`src/rtl/rst_seq_ctrl.sv`:
```
// Multi-channel reset sequencer.
// Holds every affected channel low for MIN_ASSERT cycles after the reset source
// goes away, then releases the masked channels lowest index first, RELEASE_GAP
// cycles apart. Sources are POR (rst_i), watchdog (full reset) and a software
// request (partial reset of the channels in sw_mask_i).
module rst_seq_ctrl #(
    parameter int N_CHANNELS  = 4,
    parameter int MIN_ASSERT  = 16,
    parameter int RELEASE_GAP = 8
) (
    input  logic                  clk,
    input  logic                  rst_i,
    input  logic                  wdt_i,
    input  logic                  sw_req_i,
    input  logic [N_CHANNELS-1:0] sw_mask_i,
    output logic                  sw_ack_o,
    output logic [N_CHANNELS-1:0] rst_no,
    output logic                  done_o,
    output logic [2:0]            cause_o
);

    localparam int CMAX = (MIN_ASSERT > RELEASE_GAP) ? MIN_ASSERT : RELEASE_GAP;
    localparam int CW   = $clog2(CMAX + 1);

    // A release fires on the edge that sees the counter at (phase length - 1),
    // so the first release lands exactly MIN_ASSERT edges after E0.
    localparam logic [CW-1:0] STRETCH_LAST = CW'(MIN_ASSERT - 1);
    localparam logic [CW-1:0] GAP_LAST     = CW'(RELEASE_GAP - 1);

    localparam logic [2:0] CAUSE_POR = 3'b001;
    localparam logic [2:0] CAUSE_SW  = 3'b010;
    localparam logic [2:0] CAUSE_WDT = 3'b100;

    typedef enum logic [1:0] {HOLD, STRETCH, RELEASE, RUN} state_t;

    state_t                  state;
    logic [CW-1:0]           cnt;
    logic [N_CHANNELS-1:0]   mask;
    logic [N_CHANNELS-1:0]   pend;
    logic [N_CHANNELS-1:0]   next_bit;
    logic [N_CHANNELS-1:0]   pend_after;
    logic [CW-1:0]           phase_last;
    logic                    found;
    logic                    sw_accept;

    // Pick the lowest-index channel of the active mask that is still in reset.
    always_comb begin
        pend     = mask & ~rst_no;
        next_bit = '0;
        found    = 1'b0;
        for (int i = 0; i < N_CHANNELS; i++) begin
            if (pend[i] && !found) begin
                next_bit[i] = 1'b1;
                found       = 1'b1;
            end
        end
        pend_after = pend & ~next_bit;
        phase_last = (state == STRETCH) ? STRETCH_LAST : GAP_LAST;
        sw_accept  = (state == RUN) && sw_req_i && (|sw_mask_i);
    end

    // Sequencer FSM; every output is registered here. Source priority is
    // rst_i, then wdt_i, then the software request.
    always_ff @(posedge clk) begin
        if (rst_i) begin
            state    <= HOLD;
            cnt      <= '0;
            mask     <= '1;
            rst_no   <= '0;
            done_o   <= 1'b0;
            sw_ack_o <= 1'b0;
            cause_o  <= CAUSE_POR;
        end else if (wdt_i) begin
            state    <= HOLD;
            cnt      <= '0;
            mask     <= '1;
            rst_no   <= '0;
            done_o   <= 1'b0;
            sw_ack_o <= 1'b0;
            cause_o  <= CAUSE_WDT;
        end else begin
            sw_ack_o <= 1'b0;
            case (state)
                HOLD: begin
                    // Source already dropped (rst_i and wdt_i low): this edge is E0.
                    rst_no <= '0;
                    cnt    <= '0;
                    state  <= STRETCH;
                end
                STRETCH, RELEASE: begin
                    if (cnt >= phase_last) begin
                        rst_no <= rst_no | next_bit;
                        cnt    <= '0;
                        if (pend_after == '0) begin
                            state  <= RUN;
                            done_o <= 1'b1;
                        end else begin
                            state  <= RELEASE;
                        end
                    end else begin
                        cnt <= cnt + CW'(1);
                    end
                end
                RUN: begin
                    if (sw_accept) begin
                        mask     <= sw_mask_i;
                        rst_no   <= rst_no & ~sw_mask_i;
                        sw_ack_o <= 1'b1;
                        cause_o  <= CAUSE_SW;
                        done_o   <= 1'b0;
                        cnt      <= '0;
                        state    <= STRETCH;
                    end
                end
                default: state <= HOLD;
            endcase
        end
    end

endmodule

```
`config.mk`:
```
export PLATFORM = sky130hd
export DESIGN_NAME = rst_seq_ctrl
export DESIGN_NICKNAME = d
export VERILOG_FILES = /design/src/rtl/rst_seq_ctrl.sv
export SDC_FILE = /design/constraint.sdc
export NUM_CORES = 1
export LEC_CHECK = 0
export ABC_AREA = 1
export CAP_MARGIN = 20
export CORE_UTILIZATION = 46
export DETAILED_ROUTE_END_ITERATION = 16
export GPL_ROUTABILITY_DRIVEN = 0
export PLACE_DENSITY = 0.73
export SETUP_SLACK_MARGIN = 0.15
export SLEW_MARGIN = 10
export SYNTH_ARGS = -nofsm -noshare
export SYNTH_HDL_FRONTEND = slang
export SYNTH_SLANG_ARGS = --single-unit
```
`constraint.sdc`:
```
create_clock -name clk -period 1.5 [get_ports clk]
set_input_delay 0.15 -clock clk [delete_from_list [all_inputs] [get_ports clk]]
set_output_delay 0.15 -clock clk [all_outputs]
set_load 0.02 [all_outputs]
```
==> impl_metrics.prom <==
# TYPE chip_impl_metric gauge
chip_impl_info{name="crit_chain",value="inv_4, ha_4, inv_2, ha_4, nand2_4, nand2_4, nand2_8, o21ai_0, a21oi_2"} 1
chip_impl_metric{name="finalMaxSlewViolations",unit=""} 0
chip_impl_metric{name="number_of_antenna_violations_at_the_first_check_in_global_routing",unit=""} 0
chip_impl_info{name="cpMaxStageDelayCell",value="sky130_fd_sc_hd__dfxtp_2"} 1
chip_impl_info{name="status",value="completed"} 1
chip_impl_metric{name="tns",unit="ns"} 0
chip_impl_metric{name="dr.pass1.iters",unit=""} 4
chip_impl_info{name="tritoncts",value="yes"} 1
chip_impl_metric{name="finalWorstSetupSlack",unit="ns"} 0.0170
chip_impl_metric{name="synth_top_area_frac",unit=""} 0.380
chip_impl_metric{name="crit_path_max_fanout",unit=""} 7
chip_impl_metric{name="fillers",unit=""} 175
chip_impl_metric{name="final_clock_skew",unit="ns"} 0.000991
chip_impl_metric{name="layout_worst_path_cycle_share",unit=""} 0.989
chip_impl_info{name="synth_ff_type",value="sky130_fd_sc_hd__dfxtp_1"} 1
chip_impl_metric{name="drt-wirelength-per-cell",unit="um"} 11.4
chip_impl_metric{name="fp.coreArea",unit="um^2"} 2060
chip_impl_metric{name="via_per_inst",unit=""} 4.83
chip_impl_metric{name="synth.yosys.warnings",unit=""} 0
chip_impl_metric{name="clock-sinks",unit=""} 20
chip_impl_info{name="cp-start-kind",value="flip-flop"} 1
chip_impl_metric{name="cell_internal_pwr",unit="uW"} 794
chip_impl_metric{name="arrival",unit="ns"} 1.67
chip_impl_metric{name="pre_cts_ws",unit="ns"} -0.0407
chip_impl_metric{name="io_buffer_count",unit=""} 16
chip_impl_metric{name="cap_viol_max_count",unit=""} 0
chip_impl_info{name="holdCritPathClass",value="in -> reg"} 1
chip_impl_metric{name="post-route-drc-count",unit=""} 0
chip_impl_metric{name="netlist_area_before_placement",unit="um^2"} 1050
chip_impl_metric{name="drive_above_1_share",unit=""} 0.248
chip_impl_metric{name="num_vias",unit=""} 927
chip_impl_metric{name="grt_remaining_overflow",unit=""} 0
chip_impl_metric{name="number_of_buffers_inserted_for_hold_repair_after_clock_tree_synthesis",unit=""} 0
chip_impl_metric{name="dieArea",unit="um^2"} 2490
chip_impl_metric{name="pin_slew_with_the_least_headroom_to_its_limit",unit="ns"} 0.292
chip_impl_metric{name="async_flop_share",unit=""} 0
chip_impl_metric{name="yosysSeqAreaShare",unit=""} 0.380
chip_impl_metric{name="finalWorstPathRequiredPeriod",unit="ns"} 1.48
chip_impl_info{name="timing.critical_path.to_type",value="flip-flop"} 1
chip_impl_metric{name="cp_slowest_stage_delay",unit="ns"} 0.35
chip_impl_info{name="path_class",value="reg -> reg"} 1
chip_impl_metric{name="crit_required",unit="ns"} 1.68
chip_impl_metric{name="power_per_cell_area",unit="nW/um^2"} 772
chip_impl_metric{name="per_instance_average_area_after_synthesis",unit="um^2"} 7.37
chip_impl_metric{name="fin_cells",unit=""} 192
chip_impl_metric{name="number_of_levels_in_the_clock_h_tree",unit=""} 1
chip_impl_metric{name="seqCellArea",unit="um^2"} 405
chip_impl_info{name="synth_top_cell_by_area",value="sky130_fd_sc_hd__dfxtp_1"} 1
chip_impl_metric{name="cellLeakagePower",unit="uW"} 0.000672
chip_impl_metric{name="yosys.cell_types.count",unit=""} 26
chip_impl_metric{name="dp_cells",unit=""} 187
chip_impl_metric{name="place_hpwl",unit="um"} 1670
chip_impl_metric{name="tritoncts.num_buffers",unit=""} 3
chip_impl_info{name="final_cell_mix",value="31 x sky130_fd_sc_hd__nand2_1, 18 x sky130_fd_sc_hd__inv_1, 18 x sky130_fd_sc_hd__dfxtp_1"} 1
chip_impl_info{name="layout.cells.most_common",value="sky130_fd_sc_hd__nand2_1"} 1
chip_impl_metric{name="multi_input_comb_area",unit="um^2"} 653
chip_impl_metric{name="floorplan.die.height",unit="um"} 49.9
chip_impl_metric{name="fp_rows",unit=""} 16
chip_impl_metric{name="setup_viol",unit=""} 0
chip_impl_info{name="setup_repair_after_global_routing_missed_its_margin",value="true"} 1
chip_impl_metric{name="number_of_global_route_vias_before_repair",unit=""} 944
chip_impl_metric{name="route.final.wire_length",unit="um"} 2200
chip_impl_metric{name="grt_max_degree",unit=""} 14
chip_impl_metric{name="fmax",unit="MHz"} 674
chip_impl_metric{name="io-pin-count",unit=""} 17
chip_impl_metric{name="synth-seq-cells",unit=""} 20
chip_impl_metric{name="vdd.ir_drop.worst",unit="mV"} 0.698
chip_impl_metric{name="finalHoldViolations",unit=""} 0
chip_impl_metric{name="switching_part_of_the_total_power",unit=""} 0.275
chip_impl_metric{name="finalHoldWorstSlack",unit="ns"} 0.459
chip_impl_metric{name="cts.reportedPaths.clkPinSlew",unit="ns"} 0.10
chip_impl_metric{name="wire_length_of_the_first_global_routing_pass",unit="um"} 3970
chip_impl_metric{name="power.combinational.fraction",unit=""} 0.223
chip_impl_metric{name="finish.net_count",unit=""} 179
chip_impl_metric{name="layout-area-overhead-vs-synth",unit="%"} 34.8
chip_impl_metric{name="clk_latency",unit="ns"} 0.29
chip_impl_metric{name="timing.slew.headroom",unit=""} 0.804
chip_impl_metric{name="post_synth_inst_count",unit=""} 143
chip_impl_metric{name="clock_path_buffers",unit=""} 2
chip_impl_metric{name="detail-route-antenna-nets",unit=""} 0
chip_impl_metric{name="num_antenna_cells",unit=""} 0
chip_impl_metric{name="cp.buffers_inverters",unit=""} 2
chip_impl_info{name="cts-root-buf",value="sky130_fd_sc_hd__clkbuf_4"} 1
chip_impl_info{name="post_synth_main_area_contributors",value="sky130_fd_sc_hd__dfxtp_1 38%, sky130_fd_sc_hd__nand2_1 11%, sky130_fd_sc_hd__inv_1 7.5%"} 1
chip_impl_metric{name="globalRouteTotalUtil",unit=""} 0.209
chip_impl_metric{name="synth_edf_count",unit=""} 0
chip_impl_metric{name="drtIter0Drc",unit=""} 8
chip_impl_metric{name="syn_nets",unit=""} 156
chip_impl_metric{name="p_switching",unit="uW"} 301
chip_impl_metric{name="die-width",unit="um"} 49.9
chip_impl_metric{name="pwr-share-seq",unit=""} 0.506
chip_impl_metric{name="start_util",unit=""} 0.511
chip_impl_metric{name="share_clk_of_total_power",unit=""} 0.271
chip_impl_info{name="critical_path_s_top_delay_family",value="adder cells"} 1
[cell families (layout without fill, tap and decap cells)]
logic type	count (synthesis)	count (layout)	synth area share
AO/OA/AOI/OAI	26	26	0.138
adder cells (fa/ha/maj)	5	5	0.0594
AND/OR/NAND/NOR	64	64	0.309
buffers and inverters	27	49	0.106
XOR/XNOR	1	1	0.00832
flip-flops	20	20	0.380
[per-stage QoR]
| step | power [uW] | area, um^2 | utilization |
|---|---|---|---|
| 4_1_cts | 1100 | 1400 | 0.679 |
| 5_1_grt | 1160 | 1420 | 0.689 |
| 3_3_place_gp | 765 | 1290 | 0.625 |
| 2_1_floorplan | 710 | 1080 | - |
| 6_report | 1100 | 1420 | 0.689 |
| 3_5_place_dp | 774 | 1290 | 0.625 |
[sequential cells by signal (all words and copies together), names as in the netlist]
name	flops
cause_o	3
cnt	5
done_o	1
mask	4
state	2
rst_no	4
sw_ack_o	1
[final timing paths]
path	startpoint	end	slack (ns)	cells after the start
worst max-delay path	state[1]	rst_no[1]	0.02	9
worst min-delay path	rst_i	cause_o[2]	0.46	2
worst max register to register	state[1]	rst_no[1]	0.02	9
worst min register to register	cause_o[2]	cause_o[2]	0.47	2
[synth_stat cells (all sizes together) (2+ instances only)]
cell    count
inv        23
o21ai       8
buf         2
nand2      38
nor2       13
o211ai      3
ha          5
dfxtp      20
nor3        2
or2         2
a21oi      14
nand3       8
[power by group through the flow]
stage,combinational [uW],clock [uW],sequential (uW)
floorplan,142,0,568
global placement,202,0,563
detailed placement,210,0,564
CTS,233,316,553
global route,264,341,557
finish,244,297,554
[repair_timing]
| action | in CTS | in global routing |
|---|---|---|
| setup buffers | 1 | 0 |
| hold endpoints to repair | 0 | 0 |
| setup endpoints to repair | 21 | 14 |
| gates resized for setup | 27 | 7 |
| pin swaps | 13 | 5 |
| gates cloned | 0 | 0 |
[area by class of cell]
class | count | share of cell area
tap | 27 | 0.0238
multi-input combinational | 96 | 0.460
sequential | 20 | 0.285
timing repair buffer | 21 | 0.134
clock buffer | 4 | 0.0256
inverter | 24 | 0.0714
[routing by layer]
| layer | track usage | vias to the layer above | share of wire |
|---|---|---|---|
| met5 | 0 | - | 0 |
| met4 | 0.0952 | 0 | 0.0064 |
| met3 | 0.0309 | 2 | 0.013 |
| met2 | 0.383 | 8 | 0.54 |
| met1 | 0.234 | 420 | 0.44 |
| li1 | - | 497 | - |
(Power assumes the default switching activity.)
